`config.mk`:
```
export PLATFORM = sky130hd
export DESIGN_NAME = reservation_alu3_issue_flat
export DESIGN_NICKNAME = d
export VERILOG_FILES = /design/src/rtl/reservation_alu3_issue_if.sv /design/src/rtl/reservation_alu3_issue.sv /design/src/flat_wrapper.sv
export SDC_FILE = /design/constraint.sdc
export NUM_CORES = 1
export LEC_CHECK = 0
export ABC_AREA = 1
export CAP_MARGIN = 20
export CORE_AREA = 2 2 258 260
export DETAILED_ROUTE_END_ITERATION = 10
export DIE_AREA = 0 0 260 262
export GPL_TIMING_DRIVEN = 0
export PLACE_DENSITY = 0.48
export SLEW_MARGIN = 20
export SYNTH_ARGS = -nofsm -noshare
export SYNTH_HDL_FRONTEND = slang
export SYNTH_SLANG_ARGS = --single-unit
```
`constraint.sdc`:
```
create_clock -name iCLOCK -period 8.6 [get_ports iCLOCK]
set_input_delay 2.15 -clock iCLOCK [delete_from_list [all_inputs] [get_ports iCLOCK]]
set_output_delay 2.15 -clock iCLOCK [all_outputs]
set_load 0.03 [all_outputs]
```
`src/rtl/reservation_alu3_issue_if.sv`:
```
// ---------------------------------------------------------------------------
// reservation_alu3_issue_if
// Purpose : Groups the signals between the ALU3 reservation entries, the
//           issue-select stage and the ALU3 execution unit into one bundle.
// Signals :
//   iFLUSH              pipeline flush
//   iINFO_ENTRY_VALID   per-entry occupied flag
//   iINFO_MATCHING      per-entry ready / in-order match
//   iINFO_PAYLOAD       packed per-entry payload, entry k at [k*PAYLOAD_W +: PAYLOAD_W]
//   oENTRY_EXOUT_VALID  one-hot grant back to the entries
//   oEXOUT_VALID        issue slot holds a valid instruction
//   oEXOUT_PAYLOAD      registered payload of the issued entry
//   iEXOUT_LOCK         execution unit busy
//   oINFO_RR_POINTER    round-robin start index
// Modports: slave = issue stage, master = environment (entries + exec unit).
// ---------------------------------------------------------------------------
interface reservation_alu3_issue_if #(
  parameter int ENTRY     = 4,
  parameter int PTR_W     = 2,
  parameter int PAYLOAD_W = 130
);
  logic                         iFLUSH;
  logic [ENTRY-1:0]             iINFO_ENTRY_VALID;
  logic [ENTRY-1:0]             iINFO_MATCHING;
  logic [ENTRY*PAYLOAD_W-1:0]   iINFO_PAYLOAD;
  logic [ENTRY-1:0]             oENTRY_EXOUT_VALID;
  logic                         oEXOUT_VALID;
  logic [PAYLOAD_W-1:0]         oEXOUT_PAYLOAD;
  logic                         iEXOUT_LOCK;
  logic [PTR_W-1:0]             oINFO_RR_POINTER;

  modport slave (
    input  iFLUSH, iINFO_ENTRY_VALID, iINFO_MATCHING, iINFO_PAYLOAD, iEXOUT_LOCK,
    output oENTRY_EXOUT_VALID, oEXOUT_VALID, oEXOUT_PAYLOAD, oINFO_RR_POINTER
  );

  modport master (
    output iFLUSH, iINFO_ENTRY_VALID, iINFO_MATCHING, iINFO_PAYLOAD, iEXOUT_LOCK,
    input  oENTRY_EXOUT_VALID, oEXOUT_VALID, oEXOUT_PAYLOAD, oINFO_RR_POINTER
  );
endinterface

```
`src/rtl/reservation_alu3_issue.sv`:
```
// ---------------------------------------------------------------------------
// reservation_alu3_issue
// Purpose : Issue-select stage behind the ALU3 reservation entries. Each
//           cycle it picks one ready entry in round-robin order, pulses that
//           entry's execute-out strobe so it frees itself, and registers the
//           entry payload into the issue slot feeding the ALU3 unit. Holds
//           under execution-unit lock, drops the slot on flush.
// Ports   :
//   iCLOCK       clock
//   iRESET_SYNC  synchronous active-high reset
//   bus          reservation_alu3_issue_if.slave (entries, grant, issue slot,
//                lock, flush, round-robin pointer)
// ---------------------------------------------------------------------------
module reservation_alu3_issue #(
  parameter int ENTRY     = 4,
  parameter int PTR_W     = 2,
  parameter int PAYLOAD_W = 130
) (
  input  logic                           iCLOCK,
  input  logic                           iRESET_SYNC,
  reservation_alu3_issue_if.slave        bus
);

  logic [ENTRY-1:0]     w_req;
  logic [PTR_W-1:0]     w_idx;
  logic [PTR_W-1:0]     w_sel;
  logic                 w_found;
  logic [PAYLOAD_W-1:0] w_sel_payload;
  logic                 w_slot_free;
  logic                 w_xfer;
  logic                 w_load;
  logic [ENTRY-1:0]     w_grant;

  logic                 r_exout_vld_p1;
  logic [PAYLOAD_W-1:0] r_exout_payload_p1;
  logic [PTR_W-1:0]     r_rr_ptr;

  // An entry requests only when it is occupied and its operands are ready.
  assign w_req = bus.iINFO_ENTRY_VALID & bus.iINFO_MATCHING;

  // Round-robin scan starting at the pointer; ENTRY is a power of two, so
  // the PTR_W-bit addition wraps modulo ENTRY on its own.
  always_comb begin
    w_sel   = '0;
    w_idx   = '0;
    w_found = 1'b0;
    for (int i = 0; i < ENTRY; i++) begin
      w_idx = r_rr_ptr + PTR_W'(i);
      if (!w_found && w_req[w_idx]) begin
        w_sel   = w_idx;
        w_found = 1'b1;
      end
    end
  end

  always_comb begin
    w_sel_payload = '0;
    for (int i = 0; i < ENTRY; i++) begin
      if (w_sel == PTR_W'(i)) begin
        w_sel_payload = bus.iINFO_PAYLOAD[i*PAYLOAD_W +: PAYLOAD_W];
      end
    end
  end

  // A slot that hands off this cycle can accept a new load in the same
  // cycle, which gives one issue per cycle without bubbles.
  assign w_xfer      = r_exout_vld_p1 & ~bus.iEXOUT_LOCK;
  assign w_slot_free = ~r_exout_vld_p1 | ~bus.iEXOUT_LOCK;
  assign w_load      = w_found & w_slot_free & ~bus.iFLUSH & ~iRESET_SYNC;
  assign w_grant     = w_load ? (ENTRY'(1) << w_sel) : '0;

  // ---- stage p0 -> p1: issue slot register --------------------------------
  always_ff @(posedge iCLOCK) begin
    if (iRESET_SYNC) begin
      r_exout_vld_p1     <= 1'b0;
      r_exout_payload_p1 <= '0;
      r_rr_ptr           <= '0;
    end else if (bus.iFLUSH) begin
      // A hand-off in the flush cycle is discarded with the slot.
      r_exout_vld_p1     <= 1'b0;
      r_exout_payload_p1 <= '0;
    end else if (w_load) begin
      r_exout_vld_p1     <= 1'b1;
      r_exout_payload_p1 <= w_sel_payload;
      r_rr_ptr           <= w_sel + PTR_W'(1);
    end else if (w_xfer) begin
      r_exout_vld_p1     <= 1'b0;
    end
  end

  assign bus.oENTRY_EXOUT_VALID = w_grant;
  assign bus.oEXOUT_VALID       = r_exout_vld_p1;
  assign bus.oEXOUT_PAYLOAD     = r_exout_payload_p1;
  assign bus.oINFO_RR_POINTER   = r_rr_ptr;

endmodule

```
`src/flat_wrapper.sv`:
```
// flat-port wrapper written by rule: the top's interface ports become plain ports
module reservation_alu3_issue_flat 
#(
  parameter int ENTRY     = 4,
  parameter int PTR_W     = 2,
  parameter int PAYLOAD_W = 130
)
  (iCLOCK, iRESET_SYNC, bus_iFLUSH, bus_iINFO_ENTRY_VALID, bus_iINFO_MATCHING, bus_iINFO_PAYLOAD, bus_iEXOUT_LOCK, bus_oENTRY_EXOUT_VALID, bus_oEXOUT_VALID, bus_oEXOUT_PAYLOAD, bus_oINFO_RR_POINTER);
  reservation_alu3_issue_if #(.ENTRY(ENTRY), .PTR_W(PTR_W), .PAYLOAD_W(PAYLOAD_W)) bus_i ();
  input  logic iCLOCK;
  input  logic iRESET_SYNC;
  input wire logic [$bits(bus_i.iFLUSH)-1:0] bus_iFLUSH;
  input wire logic [$bits(bus_i.iINFO_ENTRY_VALID)-1:0] bus_iINFO_ENTRY_VALID;
  input wire logic [$bits(bus_i.iINFO_MATCHING)-1:0] bus_iINFO_MATCHING;
  input wire logic [$bits(bus_i.iINFO_PAYLOAD)-1:0] bus_iINFO_PAYLOAD;
  input wire logic [$bits(bus_i.iEXOUT_LOCK)-1:0] bus_iEXOUT_LOCK;
  output wire logic [$bits(bus_i.oENTRY_EXOUT_VALID)-1:0] bus_oENTRY_EXOUT_VALID;
  output wire logic [$bits(bus_i.oEXOUT_VALID)-1:0] bus_oEXOUT_VALID;
  output wire logic [$bits(bus_i.oEXOUT_PAYLOAD)-1:0] bus_oEXOUT_PAYLOAD;
  output wire logic [$bits(bus_i.oINFO_RR_POINTER)-1:0] bus_oINFO_RR_POINTER;
  assign bus_i.iFLUSH = bus_iFLUSH;
  assign bus_i.iINFO_ENTRY_VALID = bus_iINFO_ENTRY_VALID;
  assign bus_i.iINFO_MATCHING = bus_iINFO_MATCHING;
  assign bus_i.iINFO_PAYLOAD = bus_iINFO_PAYLOAD;
  assign bus_i.iEXOUT_LOCK = bus_iEXOUT_LOCK;
  assign bus_oENTRY_EXOUT_VALID = bus_i.oENTRY_EXOUT_VALID;
  assign bus_oEXOUT_VALID = bus_i.oEXOUT_VALID;
  assign bus_oEXOUT_PAYLOAD = bus_i.oEXOUT_PAYLOAD;
  assign bus_oINFO_RR_POINTER = bus_i.oINFO_RR_POINTER;
  reservation_alu3_issue #(.ENTRY(ENTRY), .PTR_W(PTR_W), .PAYLOAD_W(PAYLOAD_W)) u_core (.iCLOCK(iCLOCK), .iRESET_SYNC(iRESET_SYNC), .bus(bus_i));
endmodule
```
# Word-level counts from Yosys, hierarchy flattened
# Index checks and enable logic that the tools add are counted.
# W data, S select, Z words.
[word_totals]
regBits = 133
inputBits = 532
[op_classes]
n_reduce_logical = 10
muxes = 23
shift = 1
addsub = 4
n_eq_ne = 3
bitwise = 10
n_lt_le_gt_ge = 4
[ops]
columns = ["op", "count"]
rows = [
  ["$mux W130", 4],
  ["$lt A2 B3 Y1 const B", 4],
  ["$mux W1", 10],
  ["$bmux W1 S2", 4],
  ["$mux W2", 4],
  ["$add A2 B1 Y2 const B", 2],
  ["$add A2 B2 Y2 const B", 2],
  ["$and A1 B1 Y1", 4],
  ["$and A4 B4 Y4", 1],
  ["$eq A2 B2 Y1 const B", 2],
  ["$mux W4", 1],
  ["$not A1 Y1", 4],
  ["$shl A1 B2 Y4 const A", 1],
  ["$logic_and A1 B1 Y1", 3],
  ["$logic_not A1 Y1", 3],
  ["$eq A2 B1 Y1 const B", 1],
  ["$logic_not A2 Y1", 1],
  ["$reduce_and A2 Y1", 1],
  ["$reduce_bool A2 Y1", 1],
  ["$reduce_or A2 Y1", 1],
  ["$or A1 B1 Y1", 1],
]

# Longest topological paths before layout
# Gate-level depths: netlist of the first run.
[depth]
depth_word = 18
mapped_depth = 21
ltp_nobuf = 18

# Worst setup path before layout of the first run
# Ideal clock, no wire load.
[synth_path]
path_kind = "input to output"
from = "input bus_iINFO_ENTRY_VALID[3]"
to = "output bus_oENTRY_EXOUT_VALID[0]"
n_path_buf = 3
t_arrival_ns = 4.146
path_stages = 14
slack_ns = 2.304
path_cell_list = "nand3_1 -> nand3_1 -> nand2_2 -> nand2_1 -> nor2_1 -> a21oi_1 -> nand2_1 -> nor2_1 -> ha_1 -> clkbuf_1 -> buf_2 -> clkbuf_1 -> inv_1 -> nor2_1"
[synth_between]
elab_chain_cells = 17
[synth_lines]
columns = ["item", "line_no", "rtl"]
rows = [
  ["start: declaration", "flat_wrapper.sv:13", "input wire logic [$bits(bus_i.iINFO_ENTRY_VALID)-1:0] bus_iINFO_ENTRY_VALID;"],
  ["$and A4 B4 Y4 (*)", "reservation_alu3_issue.sv:39", "assign w_req = bus.iINFO_ENTRY_VALID & bus.iINFO_MATCHING;"],
  ["$bmux W1 S2", "reservation_alu3_issue.sv:49", "if (!w_found && w_req[w_idx]) begin"],
  ["$mux W1 (implied by the code)", "reservation_alu3_issue.sv:49", ""],
  ["$mux W1", "reservation_alu3_issue.sv:49", ""],
  ["$logic_not A1 Y1", "reservation_alu3_issue.sv:49", ""],
  ["$logic_and A1 B1 Y1", "reservation_alu3_issue.sv:49", ""],
  ["$mux W1", "reservation_alu3_issue.sv:49", ""],
  ["$logic_not A1 Y1", "reservation_alu3_issue.sv:49", ""],
  ["$logic_and A1 B1 Y1", "reservation_alu3_issue.sv:49", ""],
  ["$mux W1", "reservation_alu3_issue.sv:49", ""],
  ["$logic_not A1 Y1", "reservation_alu3_issue.sv:49", ""],
  ["$logic_and A1 B1 Y1", "reservation_alu3_issue.sv:49", ""],
  ["$mux W1", "reservation_alu3_issue.sv:49", ""],
  ["$and A1 B1 Y1 (3 in series)", "reservation_alu3_issue.sv:69", "assign w_load = w_found & w_slot_free & ~bus.iFLUSH & ~iRESET_SYNC;"],
  ["$mux W4 (*)", "reservation_alu3_issue.sv:70", "assign w_grant = w_load ? (ENTRY'(1) << w_sel) : '0;"],
  ["end: declaration", "flat_wrapper.sv:17", "output wire logic [$bits(bus_i.oENTRY_EXOUT_VALID)-1:0] bus_oENTRY_EXOUT_VALID;"],
]
# Mark *: on every way between the ends. The rest lies on a longest branch, timed or not. The select of a mux whose other input is x is not followed.

# Worst setup path in the final report of the first run
[layout_path]
from = "input bus_iINFO_MATCHING[2]"
to = "output bus_oENTRY_EXOUT_VALID[0]"
[layout_between]
elab_chain_cells = 17
[layout_lines]
columns = ["item", "line_no", "rtl"]
rows = [
  ["start: declaration", "flat_wrapper.sv:14", "input wire logic [$bits(bus_i.iINFO_MATCHING)-1:0] bus_iINFO_MATCHING;"],
  ["$and A4 B4 Y4 (*)", "reservation_alu3_issue.sv:39", ""],
  ["$bmux W1 S2", "reservation_alu3_issue.sv:49", ""],
  ["$mux W1 (implied by the code)", "reservation_alu3_issue.sv:49", ""],
  ["$mux W1", "reservation_alu3_issue.sv:49", ""],
  ["$logic_not A1 Y1", "reservation_alu3_issue.sv:49", ""],
  ["$logic_and A1 B1 Y1", "reservation_alu3_issue.sv:49", ""],
  ["$mux W1", "reservation_alu3_issue.sv:49", ""],
  ["$logic_not A1 Y1", "reservation_alu3_issue.sv:49", ""],
  ["$logic_and A1 B1 Y1", "reservation_alu3_issue.sv:49", ""],
  ["$mux W1", "reservation_alu3_issue.sv:49", ""],
  ["$logic_not A1 Y1", "reservation_alu3_issue.sv:49", ""],
  ["$logic_and A1 B1 Y1", "reservation_alu3_issue.sv:49", ""],
  ["$mux W1", "reservation_alu3_issue.sv:49", ""],
  ["$and A1 B1 Y1 (3 in series)", "reservation_alu3_issue.sv:69", ""],
  ["$mux W4 (*)", "reservation_alu3_issue.sv:70", ""],
]
# Marks and branches as above.

==> results of run 1 <==
cell type report:
| cell class | instances | share of cell area |
|---|---|---|
| Timing Repair Buffer | 669 | 0.385 |
| Multi-Input combinational cell | 1250 | 0.320 |
| Sequential cell | 133 | 0.153 |
| Tap cell | 864 | 0.0620 |
| Buffer | 146 | 0.0409 |
| Clock buffer | 24 | 0.0282 |
| Clock inverter | 8 | 0.00832 |
| Inverter | 12 | 0.00258 |
| Antenna cell | 2 | 0.000287 |
cell usage in the layout (no fill, tap or decap):
master	instances
sky130_fd_sc_hd__clkdlybuf4s50_1	668
sky130_fd_sc_hd__nand2_1	560
sky130_fd_sc_hd__nand3_1	272
sky130_fd_sc_hd__o21ai_0	238
sky130_fd_sc_hd__dfxtp_1	133
sky130_fd_sc_hd__a21oi_1	132
sky130_fd_sc_hd__clkbuf_1	82
sky130_fd_sc_hd__o21ai_1	24
sky130_fd_sc_hd__buf_2	19
sky130_fd_sc_hd__buf_1	17
sky130_fd_sc_hd__clkbuf_16	17
sky130_fd_sc_hd__buf_4	16
sky130_fd_sc_hd__nor2_1	12
sky130_fd_sc_hd__buf_6	10
sky130_fd_sc_hd__inv_1	9
sky130_fd_sc_hd__clkbuf_2	5
sky130_fd_sc_hd__ha_1	4
sky130_fd_sc_hd__bufinv_16	4
sky130_fd_sc_hd__clkbuf_8	4
sky130_fd_sc_hd__nand2_2	3
sky130_fd_sc_hd__nand4_1	3
sky130_fd_sc_hd__diode_2	2
sky130_fd_sc_hd__inv_2	2
sky130_fd_sc_hd__nand3b_1	2
sky130_fd_sc_hd__clkinv_2	2
sky130_fd_sc_hd__clkinvlp_4	2
sky130_fd_sc_hd__clkinv_1	1
sky130_fd_sc_hd__buf_16	1
final timing paths:
path	cells after the start	slack, ps	end
setup / recovery	16	370	bus_oENTRY_EXOUT_VALID[0]
hold / removal	2	460	u_core.bus.oEXOUT_PAYLOAD[99]
setup reg to reg	20	4040	u_core.bus.oEXOUT_PAYLOAD[121]
hold reg to reg	2	460	u_core.bus.oEXOUT_PAYLOAD[99]
flip-flops by register name, summed over array words and instances, names as in the netlist:
register,flops
u_core.bus.oEXOUT_VALID,1
u_core.bus.oINFO_RR_POINTER,2
u_core.bus.oEXOUT_PAYLOAD,130
where the power goes:
| group | total [uW] | switching (uW) | internal [uW] |
|---|---|---|---|
| Combinational | 2670 | 1710 | 960 |
| Clock | 830 | 315 | 514 |
| Sequential | 845 | 84.5 | 760 |
cell families after synthesis:
family / share of synthesized area
and+or+nand+nor: 0.396
AOI/OAI and AO/OA: 0.219
buffers and inverters: 0.0836
DFF: 0.296
adders and majority gates: 0.00556
through the flow:
step	hold slack (ps)	instance area [sq um]	total power, uW
after detailed placement	454	16800	3540
after floorplan	591	9000	2280
final	460	17400	4340
after global routing	480	17400	4660
after global placement	450	16800	3530
after CTS	463	17400	4390
worst max-delay path, stage by stage:
cell and delay [ps]:
sky130_fd_sc_hd__clkdlybuf4s50_1 510, sky130_fd_sc_hd__nand3_1 130, sky130_fd_sc_hd__nand3_1 110, sky130_fd_sc_hd__nand2_2 100, sky130_fd_sc_hd__nand2_1 90, sky130_fd_sc_hd__nor2_1 40, sky130_fd_sc_hd__a21oi_1 190, sky130_fd_sc_hd__nand2_1 70
sky130_fd_sc_hd__nor2_1 170, sky130_fd_sc_hd__ha_1 170, sky130_fd_sc_hd__clkbuf_1 350, sky130_fd_sc_hd__buf_2 630, sky130_fd_sc_hd__clkbuf_1 460, sky130_fd_sc_hd__inv_1 80, sky130_fd_sc_hd__nor2_1 120, sky130_fd_sc_hd__clkdlybuf4s50_1 690
layer usage:
metal	wire, um	up-vias	part of all wire	global-route usage
met4	920	0	0.014	0.0421
met5	0	-	0	0
met1	28300	6253	0.43	0.231
met2	31500	528	0.48	0.311
met3	4430	52	0.068	0.0452
li1	-	6562	-	-
==> out/results.txt, run 1 <==
Endpoint kind of the worst setup timing path -> primary output
Die outline area -> 68100 sq um
Number of filler cells placed in the layout -> 7292
Sinks on Clock Net -> 133
Power Density -> 249 nW/um^2
Area inside the core boundary -> 65300 sq um
Number of vias after detailed routing -> 13400
Routed WL per cell -> 21.0 um
Final Non-Filler Cells -> 3108
Final Skew -> 6.00 ps
Slew at the pin closest to its max-slew limit -> 1020 ps
Antenna violations before repair -> 3
Ratio of final minimum period to clock period -> 0.957
Latest clock arrival within the worst-skew pair -> 480 ps
Min Tclk post-route -> 8230 ps
Overall routed net length -> 65200 um
Number of top-level design ports -> 669
Synthesis-stage register bit count -> 133
Pins Over Slew Limit -> 0
Maximum number of pins on one net before global-route repair -> 17
Pre-Repair DR Iteration Count -> 5
Number of antenna-violating nets in the routed design -> 0
Final weighted congestion of routability-driven global placement -> 0.967
Sequential Area -> 2660 sq um
Die Ht -> 262 um
Post-CTS setup buffer count -> 0
Max rail drop VDD -> 0.000147 V
Leakage power -> 0.00702 uW
TritonCTS clock tree -> built
CP Data Arrival Time -> 6080 ps
Timing startpoint of the critical path -> bus_iINFO_MATCHING[2]
Congestion Overflow GR -> 0
Class of the worst hold path -> register to register
Worst EP required -> 6450 ps
Count leader, synth -> sky130_fd_sc_hd__nand2_1
Post-synth EDFFs -> 0
Post-synthesis net count -> 2077
Final HPWL from detailed placement -> 54000 um
Dominant register cell in the synthesized netlist -> sky130_fd_sc_hd__dfxtp_1
Max capacitance violation total -> 0
Crit start category -> input pin
Clk slew on worst S/H paths -> 60 ps
Post-Place Setup Slack -> 405 ps
Most area-consuming cells after synthesis -> sky130_fd_sc_hd__dfxtp_1, sky130_fd_sc_hd__nand2_1, sky130_fd_sc_hd__nand3_1, sky130_fd_sc_hd__o21ai_0, sky130_fd_sc_hd__a21oi_1
Via/cell ratio -> 4.31
Final hold violation count -> 0
Layout area overhead -> 93.8%
Beginning of the worst hold path -> u_core.bus.oEXOUT_PAYLOAD[99]
Async set or reset register ratio after synthesis -> 0
Rel. slew slack -> 0.321
Run status -> finished, final reports clean
First-pass GRT wire length -> 89800 um
Endpoints failing setup -> 0
Type of the worst setup path -> input pin to primary output
Achievable Freq -> 121 MHz
Global routing usage summed across all routing layers -> 0.183
Total area of multi-input combinational cells -> 5580 sq um
Total clock buffers created by CTS -> 17
Worst flop-to-flop path startpoint -> u_core.bus.oINFO_RR_POINTER[1]
Port-buffer cells -> 668
Crit-path max FO -> 10
Placed insts -> 3074
Post-synthesis cell type with the largest combined area -> sky130_fd_sc_hd__dfxtp_1
Worst setup slack after layout -> 366 ps
Starting density of the core -> 0.138
Cell chosen for the clock root -> sky130_fd_sc_hd__clkbuf_16
Net count, final -> 2765
Cts hold-fix bufs -> 0
Fraction of the core area covered by cells at the end of the flow -> 0.267
Area fraction of the dominant cell type after synthesis -> 0.296
Buffer depth of the longest clock path -> 2
Horizontal extent of the die -> 260 um
Rows -> 94
Unrepaired setup endpoints after global routing -> no
Vias in the first global route -> 13100
Count of unique library cells instantiated by Yosys -> 19
Cell Area, Synth -> 9000 sq um
Post-CTS resize count -> 0
Ratio of cells with drive above 1 in the final layout -> 0.0379
H-tree depth -> 4
Number of DRC violations after detailed-routing iteration 0 -> 795
Yosys warning count -> 0
Count of unresolved DRC violations after routing -> 0
Avg Synthesized Cell Area -> 5.84 sq um
Share of the yosys chip area belonging to registers -> 0.296
Setup Total Neg Slack -> 0 ps
Cell types with the highest counts after synthesis -> sky130_fd_sc_hd__nand2_1, sky130_fd_sc_hd__nand3_1, sky130_fd_sc_hd__o21ai_0, sky130_fd_sc_hd__dfxtp_1, sky130_fd_sc_hd__a21oi_1
Cells after Synth -> 1541
Power figures use the tool's default switching activity.
==> run 2: changes to the inputs <==
- CTS_BUF_LIST: unset -> sky130_fd_sc_hd__clkbuf_16
==> run 2 against run 1 <==
Critical path depth did not move. Utilization is 0.057 points lower. Hold slack barely moved. Fmax hardly changed. Register-to-register slack got worse by 40 ps. Total power decreased by 1.0%. Via count decreased by 0.32%. Sequential share of layout area barely moved. Critical endpoint unchanged. Largest cell class unchanged.
==> out/results.txt, run 2 (synthesis gave the netlist of run 1 again) <==
Latest clock arrival within the worst-skew pair -> 470 ps (about the same)
H-tree depth -> 4 (unchanged)
Vias in the first global route -> 13100 (-0.023%)
Power share of the clock group -> 0.183 (-0.008)
Cell chosen for the clock root -> sky130_fd_sc_hd__clkbuf_16
CP Data Arrival Time -> 6080 ps (about the same)
Psw -> 2100 uW (-0.21%)
Worst EP required -> 6450 ps (about the same)
Overall routed net length -> 65100 um (-0.13%)
Buffer depth of the longest clock path -> 2 (unchanged)
Sequential cell fraction of total power -> 0.197 (+0.003)
Total clock buffers created by CTS -> 17 (unchanged)
Rel. slew slack -> 0.321 (+0.000578)
Endpoints failing setup -> 0 (unchanged)
First-pass GRT wire length -> 89800 um (about the same)
Port-buffer cells -> 668 (unchanged)
End of the worst register-to-register path -> u_core.bus.oEXOUT_PAYLOAD[121]
Timing startpoint of the critical path -> bus_iINFO_MATCHING[2]
Max rail drop VDD -> 0.000147 V (-0.41%)
Commonest cells after routing, fill and taps aside -> sky130_fd_sc_hd__clkdlybuf4s50_1, sky130_fd_sc_hd__nand2_1, sky130_fd_sc_hd__nand3_1, sky130_fd_sc_hd__o21ai_0, sky130_fd_sc_hd__dfxtp_1
Internal power -> 2190 uW (-1.8%)
Final hold violation count -> 0 (unchanged)
Via/cell ratio -> 4.29 (-0.35%)
Logic gate share of total power -> 0.621 (+0.007)
Post-Place Setup Slack -> 405 ps (unchanged)
Routed WL per cell -> 20.9 um (-0.17%)
Ratio of cells with drive above 1 in the final layout -> 0.0361 (-0.00178)
Congestion Overflow GR -> 0 (unchanged)
Placed insts -> 3074 (unchanged)
Number of DRC violations after detailed-routing iteration 0 -> 799 (+0.50%)
Maximum number of pins on one net before global-route repair -> 17 (unchanged)
Type of the worst setup path -> input pin to primary output
TritonCTS clock tree -> built
Number of top-level design ports -> 669 (unchanged)
Post-CTS resize count -> 0 (unchanged)
Starting density of the core -> 0.138 (unchanged)
Sinks on Clock Net -> 133 (unchanged)
Run status -> finished, final reports clean
Antenna violations before repair -> 3 (unchanged)
Pre-Repair DR Iteration Count -> 5 (unchanged)
Min Tclk post-route -> 8230 ps (-3.87 ps)
Final Non-Filler Cells -> 3109 (+0.032%)
Unrepaired setup endpoints after global routing -> no
Layout area overhead -> 93.4%
Crit-path max FO -> 10 (unchanged)
Commonest non-fill, non-tap cell in the layout -> sky130_fd_sc_hd__clkdlybuf4s50_1
Reg-to-reg slack, setup -> 4000 ps (-40 ps)
Crit start category -> input pin
Horizontal extent of the die -> 260 um (unchanged)
Ratio of final minimum period to clock period -> 0.957 (about the same)
Area inside the core boundary -> 65300 sq um (unchanged)
Power Density -> 247 nW/um^2 (-0.80%)
Final Skew -> 8.32 ps (+2.32 ps)
Cts hold-fix bufs -> 0 (unchanged)
Number of vias after detailed routing -> 13400 (-0.32%)
Clk slew on worst S/H paths -> 60 ps (about the same)
Pins Over Slew Limit -> 0 (unchanged)
Die outline area -> 68100 sq um (unchanged)
Class of the worst hold path -> register to register
Proportion of total power due to net switching -> 0.489 (+0.00391)
Final weighted congestion of routability-driven global placement -> 0.967 (unchanged)
Flip-flop count of the largest register after layout -> 130 (unchanged)
Final Cell Area -> 17400 sq um (-0.22%)
Post-CTS setup buffer count -> 0 (unchanged)
Worst flop-to-flop path startpoint -> u_core.bus.oINFO_RR_POINTER[1]
End of the critical path -> bus_oENTRY_EXOUT_VALID[0]
Count of unresolved DRC violations after routing -> 0 (unchanged)
Rows -> 94 (unchanged)
Leakage power -> 0.00701 uW (-0.14%)
Worst setup slack after layout -> 370 ps (+3.87 ps)
Max capacitance violation total -> 0 (unchanged)
Number of antenna-violating nets in the routed design -> 0 (unchanged)
Final HPWL from detailed placement -> 54000 um (unchanged)
Endpoint kind of the worst setup timing path -> primary output
Global routing usage summed across all routing layers -> 0.183 (about the same)
Slew at the pin closest to its max-slew limit -> 1020 ps (-0.866 ps)
Die Ht -> 262 um (unchanged)
Count of cells along the worst register-to-register path -> 20 (unchanged)
Achievable Freq -> 122 MHz (about the same)
Area after DPL -> 16800 sq um (unchanged)
Net count, final -> 2765 (unchanged)
[run 2: stage by stage]
stage | utilization | total power (uW) | hold slack (ps) | setup TNS, ps
2_1_floorplan | - | 2280 | 591 | 0
3_3_place_gp | 0.257 | 3530 | 450 | -18.7
3_5_place_dp | 0.257 | 3540 | 454 | 0
4_1_cts | 0.266 | 4350 | 462 | 0
5_1_grt | 0.267 | 4610 | 480 | 0
6_report | 0.267 | 4300 | 459 | 0
[run 2: routing by layer]
layer | up-vias | track usage | part of all wire
met5 | - | 0 | 0
met4 | 0 | 0.0465 | 0.014
met3 | 43 | 0.0421 | 0.065
met2 | 501 | 0.312 | 0.48
met1 | 6244 | 0.231 | 0.44
li1 | 6564 | - | -
[run 2: cell type report]
type                    count  area [sq um]
flip-flops and latches    133          2660
repair buffers            669          6710
well taps                 864          1080
clock inverters            15           171
diodes                      3          7.51
fillers                  7293         47900
inverters                  12          45.0
multi-input cells        1250          5580
clock buffers              17           425
plain buffers             146           713
[run 2: worst max-delay path: stages]
cell	delay [ps]
sky130_fd_sc_hd__clkdlybuf4s50_1	510
sky130_fd_sc_hd__nand3_1	130
sky130_fd_sc_hd__nand3_1	110
sky130_fd_sc_hd__nand2_2	100
sky130_fd_sc_hd__nand2_1	90
sky130_fd_sc_hd__nor2_1	40
sky130_fd_sc_hd__a21oi_1	190
sky130_fd_sc_hd__nand2_1	70
sky130_fd_sc_hd__nor2_1	170
sky130_fd_sc_hd__ha_1	170
sky130_fd_sc_hd__clkbuf_1	350
sky130_fd_sc_hd__buf_2	630
sky130_fd_sc_hd__clkbuf_1	450
sky130_fd_sc_hd__inv_1	80
sky130_fd_sc_hd__nor2_1	120
sky130_fd_sc_hd__clkdlybuf4s50_1	690
[run 2: power by group through the flow]
stage          combinational, uW  sequential (uW)  clock (uW)
6_report                    2670              845         786
4_1_cts                     2690              846         812
3_5_place_dp                2690              858           0
2_1_floorplan               1160             1120           0
5_1_grt                     2930              858         830
3_3_place_gp                2680              850           0
[run 2: worst min-delay path by stage]
stage	startpoint	to	cells after the start
floorplan	u_core.bus.oEXOUT_PAYLOAD[56]	u_core.bus.oEXOUT_PAYLOAD[56]	2
global placement	u_core.bus.oEXOUT_PAYLOAD[16]	u_core.bus.oEXOUT_PAYLOAD[16]	2
detailed placement	u_core.bus.oEXOUT_PAYLOAD[9]	u_core.bus.oEXOUT_PAYLOAD[9]	2
CTS	u_core.bus.oEXOUT_PAYLOAD[9]	u_core.bus.oEXOUT_PAYLOAD[9]	2
global route	u_core.bus.oEXOUT_PAYLOAD[115]	u_core.bus.oEXOUT_PAYLOAD[115]	2
finish	u_core.bus.oEXOUT_PAYLOAD[99]	u_core.bus.oEXOUT_PAYLOAD[99]	2
==> run 3: changes to the inputs <==
- CELL_PAD_IN_SITES_DETAIL_PLACEMENT: unset -> 1
- CELL_PAD_IN_SITES_GLOBAL_PLACEMENT: unset -> 1
- CORE_AREA: 2 2 258 260 -> 2 2 262 264
- DIE_AREA: 0 0 260 262 -> 0 0 264 266
- GPL_TIMING_DRIVEN: 0 -> unset
- PLACE_DENSITY: 0.48 -> 0.64
==> run 3 against run 2 <==
Critical path type unchanged. Sequential share of layout area rose by 0.48 points. Die area rose by 3.1%. Hold slack improved by 2.8 ps. Highest routed layer is now met5. Routed wire length fell by 12%. Combinational power fell by 7.5%.
==> out/results.txt, run 3 (synthesis gave the netlist of run 1 again) <==
Commonest cells after routing, fill and taps aside -> sky130_fd_sc_hd__clkdlybuf4s50_1, sky130_fd_sc_hd__nand2_1, sky130_fd_sc_hd__nand3_1, sky130_fd_sc_hd__o21ai_0, sky130_fd_sc_hd__dfxtp_1
Endpoints failing setup -> 0 (unchanged)
Maximum number of pins on one net before global-route repair -> 99 (+82)
Power Density -> 239 nW/um^2 (-3.1%)
First-pass GRT wire length -> 82700 um (-7.9%)
Routed WL per cell -> 19.1 um (-8.7%)
Horizontal extent of the die -> 264 um (+1.5%)
Number of antenna-violating nets in the routed design -> 0 (unchanged)
Cell depth of the worst hold path -> 2 (unchanged)
Via/cell ratio -> 4.29 (about the same)
Min Tclk post-route -> 7230 ps (-998 ps)
Flip-flop count of the largest register after layout -> 130 (unchanged)
Final hold violation count -> 0 (unchanged)
Post-CTS resize count -> 0 (unchanged)
Die outline area -> 70200 sq um (+3.1%)
Ratio of cells with drive above 1 in the final layout -> 0.0289 (-0.00725)
Slew at the pin closest to its max-slew limit -> 1090 ps (+75.6 ps)
Leakage power -> 0.00673 uW (-4.0%)
Post-CTS setup buffer count -> 0 (unchanged)
Worst flop-to-flop path startpoint -> u_core.bus.oINFO_RR_POINTER[0]
End of the worst register-to-register path -> u_core.bus.oEXOUT_PAYLOAD[37]
Number of top-level design ports -> 669 (unchanged)
TritonCTS clock tree -> built
H-tree depth -> 4 (unchanged)
Unrepaired setup endpoints after global routing -> no
Endpoint kind of the worst setup timing path -> primary output
Area inside the core boundary -> 67700 sq um (+3.8%)
Global routing usage summed across all routing layers -> 0.157 (-0.0259)
Final Skew -> 11.1 ps (+2.77 ps)
Antenna violations before repair -> 13 (+10)
Layout area overhead -> 87.5%
Worst EP required -> 6450 ps (about the same)
Net count, final -> 2635 (-4.7%)
Rows -> 96 (+2.1%)
Final weighted congestion of routability-driven global placement -> 0.924 (-4.5%)
Top Family by Delay on Critical Path -> buffers and inverters
Vias in the first global route -> 13300 (+0.99%)
Slowest stage cell on the critical path -> sky130_fd_sc_hd__clkdlybuf4s50_1
CP Buf/Inv Count -> 3 (-3)
Worst setup slack after layout -> 1370 ps (+998 ps)
Proportion of total power due to net switching -> 0.489 (about the same)
Die Ht -> 266 um (+1.5%)
Crit-path max FO -> 62 (+52)
CP Data Arrival Time -> 5080 ps (-1000 ps)
Congestion Overflow GR -> 0 (unchanged)
Cts hold-fix bufs -> 0 (unchanged)
Class of the worst hold path -> register to register
Number of vias after detailed routing -> 12900 (-3.6%)
Port-buffer cells -> 668 (unchanged)
Sinks on Clock Net -> 133 (unchanged)
Clk slew on worst S/H paths -> 60 ps (about the same)
Ratio of final minimum period to clock period -> 0.841 (-0.116)
Final HPWL from detailed placement -> 44600 um (-18%)
Type of the worst setup path -> input pin to primary output
Count of unresolved DRC violations after routing -> 0 (unchanged)
Max capacitance violation total -> 0 (unchanged)
Count of cells along the worst register-to-register path -> 19 (-5.0%)
Total clock buffers created by CTS -> 17 (unchanged)
Rel. slew slack -> 0.271 (-0.0504)
Internal power -> 2060 uW (-6.0%)
Sequential cell fraction of total power -> 0.208 (+0.011)
Number of DRC violations after detailed-routing iteration 0 -> 552 (-31%)
Logic gate share of total power -> 0.611 (-0.010)
Buffer depth of the longest clock path -> 2 (unchanged)
Overall routed net length -> 57400 um (-12%)
Cell chosen for the clock root -> sky130_fd_sc_hd__clkbuf_16
Commonest non-fill, non-tap cell in the layout -> sky130_fd_sc_hd__clkdlybuf4s50_1
Crit start category -> input pin
Reg-to-reg slack, setup -> 3920 ps (-80 ps)
Power share of the clock group -> 0.181 (-0.002)
Achievable Freq -> 138 MHz (+14%)
Pins Over Slew Limit -> 0 (unchanged)
Ordered cell list for the critical path -> clkdlybuf4s50_1 -> nand3_1 -> nand3_1 -> nand2_2 -> nand2_1 -> nor2_1 -> a21oi_1 -> nand3b_1 -> ha_4 -> inv_4 -> nor2_1 -> clkdlybuf4s50_1
Post-Place Setup Slack -> 1370 ps (+969 ps)
Setup Total Neg Slack -> 0 ps (unchanged)
Pre-Repair DR Iteration Count -> 5 (unchanged)
Max rail drop VDD -> 0.000128 V (-12%)
Latest clock arrival within the worst-skew pair -> 460 ps (about the same)
Psw -> 1980 uW (-6.0%)
Beginning of the worst hold path -> u_core.bus.oEXOUT_PAYLOAD[16]
End point of the most critical hold path -> u_core.bus.oEXOUT_PAYLOAD[16]
Starting density of the core -> 0.133 (-0.00503)
Max incr delay on CP -> 610 ps (-80 ps)
Run status -> finished, final reports clean
==> run 3: cell types whose count changed in the layout (fill, tap and decap cells not counted), moves of 5 or more <==
| cell | delta |
|---|---|
| sky130_fd_sc_hd__clkbuf_2 | -5 |
| sky130_fd_sc_hd__clkbuf_1 | -79 |
| sky130_fd_sc_hd__inv_6 | +5 |
| sky130_fd_sc_hd__clkinv_4 | +7 |
| sky130_fd_sc_hd__buf_6 | -10 |
| sky130_fd_sc_hd__buf_2 | -19 |
| sky130_fd_sc_hd__clkinv_1 | -5 |
| sky130_fd_sc_hd__buf_1 | -17 |
==> run 3: final cells by class <==
| cell class | instances | area, sq um |
|---|---|---|
| clock buffer | 17 | 425 |
| clock inverter | 15 | 146 |
| sequential | 133 | 2660 |
| antenna | 7 | 17.5 |
| multi-input combinational | 1250 | 5650 |
| tap | 882 | 1100 |
| timing repair buffer | 685 | 6810 |
| fill | 8354 | 50900 |
| inverter | 12 | 52.6 |
==> run 3: worst max-delay path by stage <==
stage | from | endpoint | cells after the start
global placement | bus_iINFO_MATCHING[3] | bus_oENTRY_EXOUT_VALID[2] | 12
floorplan | bus_iINFO_ENTRY_VALID[3] | bus_oENTRY_EXOUT_VALID[0] | 14
CTS | bus_iINFO_ENTRY_VALID[2] | bus_oENTRY_EXOUT_VALID[2] | 12
finish | bus_iINFO_ENTRY_VALID[2] | bus_oENTRY_EXOUT_VALID[2] | 12
global route | bus_iINFO_ENTRY_VALID[3] | bus_oENTRY_EXOUT_VALID[2] | 12
detailed placement | bus_iINFO_ENTRY_VALID[2] | bus_oENTRY_EXOUT_VALID[2] | 12
==> run 3: metrics by stage <==
stage	total power (uW)	hold WS, ps	util	cell area, sq um	instances
6_report	4040	462	0.249	16900	3001
5_1_grt	4370	484	0.249	16900	3001
4_1_cts	4120	466	0.249	16900	2994
3_5_place_dp	3350	456	0.240	16300	2962
3_3_place_gp	3310	453	0.240	16300	2962
2_1_floorplan	2280	591	-	9000	1541
==> run 3: power by group through the flow <==
stage               clock network (uW)  logic [uW]  registers [uW]
finish                             733        2470             839
global route                       792        2730             856
CTS                                769        2510             840
detailed placement                   0        2500             853
global placement                     0        2470             844
floorplan                            0        1160            1120
==> run 3: metal layers <==
layer / routed length (um) / vias to the layer above / track usage / part of all wire
met2: 29000 / 391 / 0.277 / 0.51
met3: 3480 / 69 / 0.0396 / 0.061
met1: 23400 / 6119 / 0.183 / 0.41
li1: - / 6291 / - / -
met4: 1410 / 6 / 0.0536 / 0.024
met5: 37 / - / 0 / 0.00065
==> run 3: worst min-delay path, cell delays in order, from the launching register on <==
cell and delay [ps]:
sky130_fd_sc_hd__dfxtp_1 310, sky130_fd_sc_hd__nand3_1 70, sky130_fd_sc_hd__nand2_1 40
